[config.mk]
export PLATFORM = sky130hd
export DESIGN_NAME = layer_mux
export DESIGN_NICKNAME = d
export VERILOG_FILES = /design/src/rtl/layer_mux_pkg.sv /design/src/rtl/layer_mux_sel_fsm.sv /design/src/rtl/layer_mux.sv
export SDC_FILE = /design/constraint.sdc
export NUM_CORES = 1
export LEC_CHECK = 0
export CAP_MARGIN = 20
export CORE_ASPECT_RATIO = 0.8
export CORE_MARGIN = 2
export CORE_UTILIZATION = 30
export CTS_BUF_LIST = sky130_fd_sc_hd__clkbuf_4
export DETAILED_ROUTE_END_ITERATION = 16
export HOLD_SLACK_MARGIN = 0.05
export PLACE_DENSITY = 0.79
export SETUP_SLACK_MARGIN = 0.15
export SLEW_MARGIN = 5
export SYNTH_ARGS = -nofsm -noshare
export SYNTH_HDL_FRONTEND = slang
export SYNTH_SLANG_ARGS = --single-unit
[constraint.sdc]
create_clock -name clk -period 1.16 [get_ports clk]
set_input_delay 0.232 -clock clk [delete_from_list [all_inputs] [get_ports clk]]
set_output_delay 0.232 -clock clk [all_outputs]
set_load 0.05 [all_outputs]
[src/rtl/layer_mux_pkg.sv]
// Shared types and helpers for the layer_mux frame-synchronous channel mux.
// Holds the selection FSM state type and the select-width helper.
package layer_mux_pkg;

    typedef enum logic {
        IDLE = 1'b0,
        PEND = 1'b1
    } state_e;

    // Select width that never collapses to zero bits.
    function automatic int clog2_min1(input int n);
        return (n <= 2) ? 1 : $clog2(n);
    endfunction

endpackage

[src/rtl/layer_mux_sel_fsm.sv]
// Request / pending / active channel selection for layer_mux.
// Requests wait in a pending slot until a frame strobe applies them.
module layer_mux_sel_fsm
    import layer_mux_pkg::*;
#(
    parameter int NUM_CH  = 4,
    parameter int RST_SEL = 0,
    parameter int SEL_W   = clog2_min1(NUM_CH)
) (
    input  logic             clk,
    input  logic             rst,
    input  logic [SEL_W-1:0] sel_in_i,
    input  logic             sel_load_i,
    input  logic             frame_strobe_i,
    output logic [SEL_W-1:0] active_sel_o,
    output logic             pending_o,
    output logic             sel_err_o
);

    localparam logic [SEL_W:0] NUM_CH_W = (SEL_W + 1)'(NUM_CH);

    state_e           state_q;
    logic [SEL_W-1:0] pend_sel_q;
    logic [SEL_W-1:0] active_sel_q;
    logic             sel_err_q;
    logic             legal;

    // A request is legal only if it names an existing channel.
    always_comb begin
        legal = ({1'b0, sel_in_i} < NUM_CH_W);
    end

    // Selection FSM: capture requests, apply the held one on frame strobe.
    always_ff @(posedge clk) begin
        if (rst) begin
            state_q      <= IDLE;
            pend_sel_q   <= '0;
            active_sel_q <= SEL_W'(RST_SEL);
            sel_err_q    <= 1'b0;
        end else begin
            sel_err_q <= sel_load_i & ~legal;
            unique case (state_q)
                IDLE: begin
                    if (sel_load_i && legal) begin
                        pend_sel_q <= sel_in_i;
                        state_q    <= PEND;
                    end
                end
                PEND: begin
                    if (frame_strobe_i) begin
                        active_sel_q <= pend_sel_q;
                        if (sel_load_i && legal) begin
                            pend_sel_q <= sel_in_i;
                            state_q    <= PEND;
                        end else begin
                            state_q    <= IDLE;
                        end
                    end else if (sel_load_i && legal) begin
                        pend_sel_q <= sel_in_i;
                    end
                end
                default: state_q <= IDLE;
            endcase
        end
    end

    assign active_sel_o = active_sel_q;
    assign pending_o    = (state_q == PEND);
    assign sel_err_o    = sel_err_q;

endmodule

[src/rtl/layer_mux.sv]
// Registered N-channel layer mux with frame-synchronous selection switching.
// Optional macro LAYER_MUX_PRIO_EN adds prio_mode (lowest valid channel wins).
module layer_mux
    import layer_mux_pkg::*;
#(
    parameter int                NUM_CH  = 4,
    parameter int                WIDTH   = 8,
    parameter logic [WIDTH-1:0]  DEFAULT = '0,
    parameter int                RST_SEL = 0,
    localparam int               SEL_W   = clog2_min1(NUM_CH)
) (
    input  logic                    clk,
    input  logic                    rst,
    input  logic [NUM_CH*WIDTH-1:0] din,
    input  logic [NUM_CH-1:0]       din_valid,
    input  logic [SEL_W-1:0]        sel_in,
    input  logic                    sel_load,
    input  logic                    frame_strobe,
`ifdef LAYER_MUX_PRIO_EN
    input  logic                    prio_mode,
`endif
    output logic [WIDTH-1:0]        q,
    output logic                    q_valid,
    output logic [SEL_W-1:0]        active_sel,
    output logic                    pending,
    output logic                    sel_err
);

    logic [WIDTH-1:0] ch [NUM_CH];
    logic [SEL_W-1:0] src_sel;
    logic             src_valid;
    logic [WIDTH-1:0] q_d;
    logic [WIDTH-1:0] q_q;
    logic             q_valid_q;

    for (genvar i = 0; i < NUM_CH; i++) begin : g_ch
        assign ch[i] = din[i*WIDTH +: WIDTH];
    end

    layer_mux_sel_fsm #(
        .NUM_CH  (NUM_CH),
        .RST_SEL (RST_SEL),
        .SEL_W   (SEL_W)
    ) u_sel_fsm (
        .clk            (clk),
        .rst            (rst),
        .sel_in_i       (sel_in),
        .sel_load_i     (sel_load),
        .frame_strobe_i (frame_strobe),
        .active_sel_o   (active_sel),
        .pending_o      (pending),
        .sel_err_o      (sel_err)
    );

`ifdef LAYER_MUX_PRIO_EN
    logic [SEL_W-1:0] prio_sel;

    // Lowest-index valid channel; falls back to ch0 (invalid -> DEFAULT).
    always_comb begin
        prio_sel = '0;
        for (int i = NUM_CH - 1; i >= 0; i--) begin
            if (din_valid[i]) prio_sel = SEL_W'(i);
        end
    end

    // Source is the priority pick or the frame-latched selection.
    always_comb begin
        src_sel = prio_mode ? prio_sel : active_sel;
    end
`else
    // Source is always the frame-latched selection.
    always_comb begin
        src_sel = active_sel;
    end
`endif

    // Mux the chosen channel, substituting DEFAULT when it is not valid.
    always_comb begin
        src_valid = din_valid[src_sel];
        q_d       = src_valid ? ch[src_sel] : DEFAULT;
    end

    // Output register: one cycle from selection to q.
    always_ff @(posedge clk) begin
        if (rst) begin
            q_q       <= DEFAULT;
            q_valid_q <= 1'b0;
        end else begin
            q_q       <= q_d;
            q_valid_q <= src_valid;
        end
    end

    assign q       = q_q;
    assign q_valid = q_valid_q;

endmodule

# Yosys cells after proc, flatten, opt, wreduce, memory -nomap -nowiden
# Index checks and enable logic that the tools add are counted.
# classes
reduce_logical	2
n_bitwise	3
mux	9
order_cmp	2
# ops
cell	count
binary-select mux 8 bit (select 2 bit)	1
2-to-1 mux 8 bit	2
greater-or-equal comparator 3 bit (second input constant)	1
less-than comparator 2 x 3 -> 1 bit (second input constant)	1
2-to-1 mux 1 bit	3
inverter 2 -> 3 bit	1
binary-select mux 1 bit (select 2 bit)	1
2-to-1 mux 2 bit	1
inverter 1 bit	2
case mux 1 bit (2 select lines)	1
AND reduction 2 bit	1
OR reduction 2 bit	1
# word_totals
output_inout_bits	13
wordCells	21
ff_bits	14

# Longest topological paths before layout
# Gate-level depths: netlist of run 1.
# logic_depth
word_depth	4
depth_mapped	4
mapped_depth_nobuf	3

# Hierarchy
# A second synthesis of run 1 with hierarchy kept.
# unflattened
hier_cells	53
area_unflattened_um2	735.7
# by_module_without_submodules
mod	seq_area_each_um2	instances	area_per_inst_um2	cells_per_inst
layer_mux	180.2	1	541.8	33
layer_mux_sel_fsm	100.1	1	193.9	20

# Worst setup path after synthesis of run 1
# No wires, ideal clock.
# synth_path
path_kind	register to register
start	register u_sel_fsm.active_sel_q[0] (netlist: u_sel_fsm.active_sel_o[0])
end	register q_q[0] (netlist: q[0])
setup_slack_ns	-0.447
setup_time_ns	0.124
required_time_ns	1.036
path_buffers	1
period_less_slack_ns	1.607
arrival_time_ns	1.483
stages_incl_launch_ff	4
path_cell_list	dfxtp_1 -> buf_6 -> mux4_2 -> nor2b_1
# synth_between
elab_chain_cells	4
# synth_rtl
item	line_no	rtl
from (decl)	layer_mux_sel_fsm.sv:24	logic [SEL_W-1:0] active_sel_q;
from (signal assigned)	layer_mux_sel_fsm.sv:38	active_sel_q <= SEL_W'(RST_SEL);
from (signal assigned)	layer_mux_sel_fsm.sv:51	active_sel_q <= pend_sel_q;
inverter 2 -> 3 bit (not written as such) / binary-select mux 1 bit (select 2 bit) (equally long branches)	layer_mux.sv:80, layer_mux.sv:79	
binary-select mux 8 bit (select 2 bit) / 2-to-1 mux 1 bit (equally long branches)	layer_mux.sv:80, layer_mux.sv:79	
2-to-1 mux 8 bit (not written as such) / inverter 1 bit (equally long branches)	--	
2-to-1 mux 8 bit (not written as such) / OR reduction 2 bit (equally long branches)	--	
to (signal assigned)	layer_mux.sv:89	q_q <= q_d;
to (decl)	layer_mux.sv:33	logic [WIDTH-1:0] q_q;
# Several ways; a longest one is shown, not always the timed one. The select of a mux whose other input is x is not followed.
# A chain may end at the register's enable or synchronous reset.

# Final worst setup path of run 1
# layout_path
start	register u_sel_fsm.active_sel_q[0] (netlist: u_sel_fsm.active_sel_o[0])
end	register q_q[6] (netlist: q[6])
# The elaborated chain is that of the path after synthesis.

==> flow_summary.toml, run 1 <==
[status]
outcome = "finished, violations left"
violations = "negative setup slack"

[run]
drv_cap = 0

[pwr]
pwr-share-seq = 0.436
total_power_uw = 1198
p_sw_uw = 309.4
vdd_drop_max_v = 0.0006496
p_leak_uw = 0.0005844
combPwrFrac = 0.343
pwr_density_cell_mw_per_mm2 = 802.3
p_clk_frac = 0.221
p_int_uw = 888.2
switching_share = 0.2584

[min_path]
hold_path.startpoint = "u_sel_fsm.pend_sel_q[0]$_SDFFE_PP0P_"
hold_path_depth = 2
whs_endpoint = "u_sel_fsm.active_sel_o[0]$_SDFFE_PP0P_"
min-delay-path-class = "reg2reg"

[cells_and_area]
antenna_cells = 0
stdcell_area_sq_mm = 0.001493
fill_cells = 158
final_cells = 141
nNetsFinal = 159
drive_above_1_share = 0.4224
fin_util = 0.6977
area_delta_synth_final_pct = 120.5

[synth]
yosys_warnings = 0
synth_area_leaders = "dfxtp_1, mux4_2, nor2b_1, buf_6, a22oi_4"
yosys.cell_count.top_type = "dfxtp_1"
yosysTopAreaCell = "dfxtp_1"
synth-edff-count = 0
synthCells = 54
synth_cell_types = 15
yosys_register_bits = 14
syn_nets = 96
synth_area_sq_um = 676.9
synth_ff_type = "dfxtp_1"
synth_common_cells = "dfxtp_1, nor2b_1, mux4_2"
yosysSeqAreaShare = 0.4140
synthArstFlopShare = 0
synthDominantCellAreaShare = 0.4140
syn_avg_cell_area_sq_um = 12.54

[critical_path]
crit_start = "u_sel_fsm.active_sel_o[0]$_SDFFE_PP0P_"
worst-r2r-cell-count = 3
cp_data_required_time_ns = 1.32
worstReg2RegStart = "u_sel_fsm.active_sel_o[0]$_SDFFE_PP0P_"
crit_fanout = 5
cp-end-kind = "register"
crit_chain = "buf_12 -> mux4_2 -> nor2b_4"
cpMaxStageDelayCell = "mux4_2"
cpPeakStageDelay_ns = 0.51
start_kind = "register"
rr_endpoint = "q[6]$_SDFF_PP0_"
reg2reg_slack_ns = -0.11
worstSetupPathType = "reg2reg"
arrival_ns = 1.42

[die]
initial_core_util = 0.3164
die_h_microns = 46.49
io_pins = 55
chipWidth_microns = 57.11
rows = 15
core-area_sq_mm = 0.002140
die-area_sq_mm = 0.002655

[grt]
grt_antenna_before_repair = 0
grt_pass1_wl_microns = 3180
grt_pass1_vias = 686
grt.total_usage = 0.1618
grt-ovfl-total = 0
grt_max_degree = 9

[clock_network]
cts.sink_count = 14
clk_latency_ns = 0.27
cts_root_buf = "clkbuf_4"
clk_pin_slew_worst_paths_ns = 0.08
cts_buffers = 3
tritoncts = "yes"
cts_buffer_depth = 2
cts_hold_buf = 0
htree_levels = 1

[placement]
placed_cell_area_sq_mm = 0.001368
dpl.cell_count = 133
place_ws_ns = -0.2959
hpwlAfterDp_microns = 1621
place_congestion = 0.7806
port_buffers = 53

[detailed_routing]
vias = 667
drc_errors = 0
vias_per_cell = 4.730
wl_per_cell_microns = 14.10
first_pass_iters = 5
initialDrtViolationCount = 9
postRouteAntennaNets = 0
drt_wl_total_microns = 1988

[sta]
slew_viol_final = 0
rsz0062_at_grt = "yes"
fmax_ghz = 0.7883
postLayoutSetupSlackWorst_ns = -0.1085
period_needed_ns = 1.269
fin_crit_sh = 1.094
skew_ns = 0.003899
finalSetupViolCount = 9
hold_viol_final = 0
-- area by class of cell --
cell class / instances / area (sq um) / area share
clock buffer: 3 / 22.52 / 0.01509
clock inverter: 1 / 3.754 / 0.002515
inverter: 2 / 7.507 / 0.005029
multi-input combinational: 36 / 397.9 / 0.2666
sequential: 14 / 302.8 / 0.2028
tap: 25 / 31.28 / 0.02096
timing repair buffer: 60 / 726.9 / 0.4870
-- critical path: cells and delay by family, from the launching register on --
family,cells,cell delay [ns]
buf+inv,1,0.12
flops,1,0.38
mux,1,0.51
simple gates,1,0.14
-- per-stage QoR --
step	setup TNS [ns]	hold WS (ns)
floorplan	-1.503	0.2914
finish	-0.7891	0.4682
global route	-1.192	0.5163
global placement	-2.091	0.4497
CTS	-0.7420	0.4654
detailed placement	-2.499	0.4474
-- power by group through the flow --
| stage | logic (uW) | clock network, uW | registers, uW |
|---|---|---|---|
| global route | 429 | 304 | 525 |
| detailed placement | 382 | 0 | 536 |
| floorplan | 82.4 | 0 | 590 |
| global placement | 376 | 0 | 535 |
| finish | 410 | 265 | 522 |
| CTS | 403 | 277 | 521 |
-- registers in the layout, indices dropped and copies added (netlist names) --
| name | flops |
|---|---|
| q | 8 |
| u_sel_fsm.active_sel_o | 2 |
| u_sel_fsm.pend_sel_q | 2 |
| q_valid | 1 |
| u_sel_fsm.pending_o | 1 |
-- worst max path at each step --
stage / slack [ns] / cells past startpoint / to
final: -0.11 / 3 / q[6]$_SDFF_PP0_
after global routing: -0.14 / 3 / q[6]$_SDFF_PP0_
after CTS: -0.11 / 3 / q[1]$_SDFF_PP0_
after detailed placement: -0.30 / 4 / q[3]$_SDFF_PP0_
after global placement: -0.23 / 4 / q[6]$_SDFF_PP0_
after floorplan: -0.17 / 3 / q[0]$_SDFF_PP0_
-- cell families after synthesis --
group	after synthesis	synth area share
AO/OA/AOI/OAI	4	0.05360
other	1	0.005540
multiplexers	12	0.3346
buffers and inverters	5	0.05546
flip-flops	14	0.4140
AND/OR/NAND/NOR	18	0.1368
-- cell usage in the layout, fill, tap and decap left out --
master,instances
a21oi_1,3
a22oi_2,1
a22oi_4,1
buf_12,13
buf_4,4
buf_6,1
buf_8,1
clkbuf_4,3
clkdlybuf4s50_1,41
clkinv_1,1
conb_1,1
dfxtp_1,2
dfxtp_2,9
dfxtp_4,3
inv_1,2
mux2_4,2
mux2i_1,2
mux4_2,8
nand2_1,3
nand3_1,2
nor2_1,4
nor2b_1,6
nor2b_4,3
-- timing repair --
item                                    in CTS  in global routing
gates resized for setup                     10                  9
pin swaps                                    1                  0
buffers inserted                             3                  0
endpoints found under the setup margin      17                 18
gates cloned                                 1                  0
-- per-layer routing --
metal | part of all wire | GRT usage | vias to the layer above
met5 | 0 | 0 | -
met4 | 0.0096 | 0.05581 | 0
met3 | 0.11 | 0.05899 | 2
met2 | 0.49 | 0.2759 | 39
met1 | 0.38 | 0.1924 | 305
li1 | - | - | 321
No activity file was read; power rests on OpenSTA's default activity.
==> inputs of run 2 (changes only) <==
- CORE_UTILIZATION: 30 -> 31
- PLACE_DENSITY: 0.79 -> 0.78
- SYNTH_HIERARCHICAL: default -> 1
==> run 2 against run 1 <==
- the flow still finishes with violations (negative setup slack)
- clock-buffer cell count unchanged
- wire length increased by 2.6%
- clock power increased by 6%
- largest cell class unchanged
- fmax decreased by 1.8%
- global-route usage decreased by 2.6 points
- power increased by 1.7%
- cell count increased by 2.1%
- sequential power about the same
==> flow_summary.toml, run 2 <==
[cells_and_area]
fill_cells = 154
drive_above_1_share = 0.4622
mostFrequentLayoutCells = "clkdlybuf4s50_1, buf_12, dfxtp_2"
fin_util = 0.7054
final_common_cell = "clkdlybuf4s50_1"
nNetsFinal = 162
largest_register_ffs = 8
area_delta_synth_final_pct = 110.5
antenna_cells = 0

[pwr]
p_int_uw = 895.1
p_sw_uw = 322.3
p_clk_frac = 0.231
combPwrFrac = 0.339
pwr_density_cell_mw_per_mm2 = 786.0
pwr-share-seq = 0.430
p_leak_uw = 0.0006230
switching_share = 0.2648
vdd_drop_max_v = 0.0007218

[grt]
grt_antenna_before_repair = 0
busiest_layer = "met2"
grt.met1_usage = 0.1440
grt_pass1_wl_microns = 2773
grt_use_met2 = 0.2854
use_met3 = 0.01622
grt_pass1_vias = 682
grt-ovfl-total = 0
grt_max_degree = 11
grt.total_usage = 0.1355

[critical_path]
arrival_ns = 1.47
start_kind = "register"
cp_data_required_time_ns = 1.33
worstSetupPathType = "reg2reg"
cp-end-kind = "register"
crit_fanout = 5
reg2reg_slack_ns = -0.13

[synth]
synthArstFlopShare = 0
synth_common_cells = "dfxtp_1, mux4_1, nor2b_2"
syn_nets = 95
yosysTopAreaCell = "dfxtp_1"
synthDominantCellAreaShare = 0.3810
syn_avg_cell_area_sq_um = 13.88
yosys_warnings = 6
synth_ff_type = "dfxtp_1"
synth-edff-count = 0
yosys.cell_count.top_type = "dfxtp_1"
synth_area_sq_um = 735.7
synth_cell_types = 18
yosys_register_bits = 14
synth_area_leaders = "dfxtp_1, mux4_1, nor2b_2, mux2_4, a22oi_4"
synthCells = 53
yosysSeqAreaShare = 0.3810

[sta]
fin_crit_sh = 1.114
rsz0062_at_grt = "yes"
hold_slack_ns = 0.4809
finalSetupViolCount = 10
period_needed_ns = 1.292
hold_viol_final = 0
postLayoutSetupSlackWorst_ns = -0.1322
slew_viol_final = 0
skew_ns = 0.004017
fmax_ghz = 0.7739

[die]
rows = 15
die-area_sq_mm = 0.002781
die_h_microns = 47.58
initial_core_util = 0.3350
chipWidth_microns = 58.47
core-area_sq_mm = 0.002196
io_pins = 55

[detailed_routing]
vias = 690
postRouteAntennaNets = 0
first_pass_iters = 3
initialDrtViolationCount = 5
drc_errors = 0
wl_per_cell_microns = 14.16
drt_wl_total_microns = 2039
vias_per_cell = 4.792

[clock_network]
cts_buffers = 3
htree_levels = 1
tritoncts = "yes"
cts_hold_buf = 0
cts_buffer_depth = 2
cts.sink_count = 14
cts_root_buf = "clkbuf_4"
clk_pin_slew_worst_paths_ns = 0.09
clk_latency_ns = 0.27

[placement]
place_ws_ns = -0.2902
hpwlAfterDp_microns = 1544
place_congestion = 0.6717
port_buffers = 53

[status]
violations = "negative setup slack"
outcome = "finished, violations left"

[min_path]
min-delay-path-class = "reg2reg"

[run]
drv_cap = 0
[run 2: cell count changes in the layout (fill, tap and decap cells not counted), moves of 4 or more]
cell     before  now
buf_4         4    8
mux4_1        0    5
nor2b_2       0    8
nor2b_1       6    1
mux4_2        8    3
[run 2: path summary, 6_finish.rpt]
check	from	endpoint	cells after the start
worst max-delay path	u_sel_fsm/active_sel_o[0]$_SDFFE_PP0P_	q[5]$_SDFF_PP0_	3
worst min-delay path	u_sel_fsm/pend_sel_q[1]$_SDFFE_PP0P_	u_sel_fsm/active_sel_o[1]$_SDFFE_PP0P_	2
worst max register to register	u_sel_fsm/active_sel_o[0]$_SDFFE_PP0P_	q[5]$_SDFF_PP0_	3
worst min register to register	u_sel_fsm/pend_sel_q[1]$_SDFFE_PP0P_	u_sel_fsm/active_sel_o[1]$_SDFFE_PP0P_	2
[run 2: stage by stage]
step,power [uW],cell area [sq um],TNS (ns),instances
detailed placement,929.3,1453,-2.566,133
floorplan,678.6,750.7,-2.199,53
CTS,1216,1504,-0.9635,138
finish,1218,1549,-1.055,144
global placement,920.9,1453,-2.156,133
global route,1277,1549,-1.445,144
[run 2: layout make-up]
class	count	area (sq um)	area share
sequential	14	302.8	0.1955
inverter	2	7.507	0.004847
multi-input combinational	34	416.7	0.2690
clock buffer	3	22.52	0.01454
timing repair buffer	65	764.5	0.4935
clock inverter	1	3.754	0.002423
tap	25	31.28	0.02019
[run 2: cells by family after synthesis]
kind of cell | share of synthesized area
mux | 0.3537
compound gates | 0.07653
other cells | 0.005097
simple gates | 0.1412
flops | 0.3810
buf+inv | 0.04250
[run 2: per-layer routing]
metal / vias up / share of wire / wire length (microns)
met5: - / 0 / 0
met4: 0 / 0.013 / 26
met3: 2 / 0.044 / 89
met2: 27 / 0.57 / 1171
met1: 331 / 0.37 / 752
li1: 330 / - / -
[run 2: power groups by stage]
stage / registers, uW / clock network, uW / logic, uW
after floorplan: 590 / 0 / 88.2
after CTS: 528 / 291 / 397
final: 524 / 281 / 413
after global placement: 535 / 0 / 386
after detailed placement: 536 / 0 / 393
after global routing: 527 / 319 / 431
[run 2: repair_timing]
| action | in CTS | in global routing |
|---|---|---|
| resized for setup | 10 | 9 |
| pin swaps | 0 | 1 |
| cloned | 0 | 0 |
| buffers inserted | 1 | 6 |
| endpoints found under the setup margin | 21 | 20 |
[run 2: worst max-delay path, cell delays in order, from the launching register on]
cell and delay, ns:
dfxtp_4 0.37, buf_6 0.13, mux4_1 0.54, nor2b_2 0.16
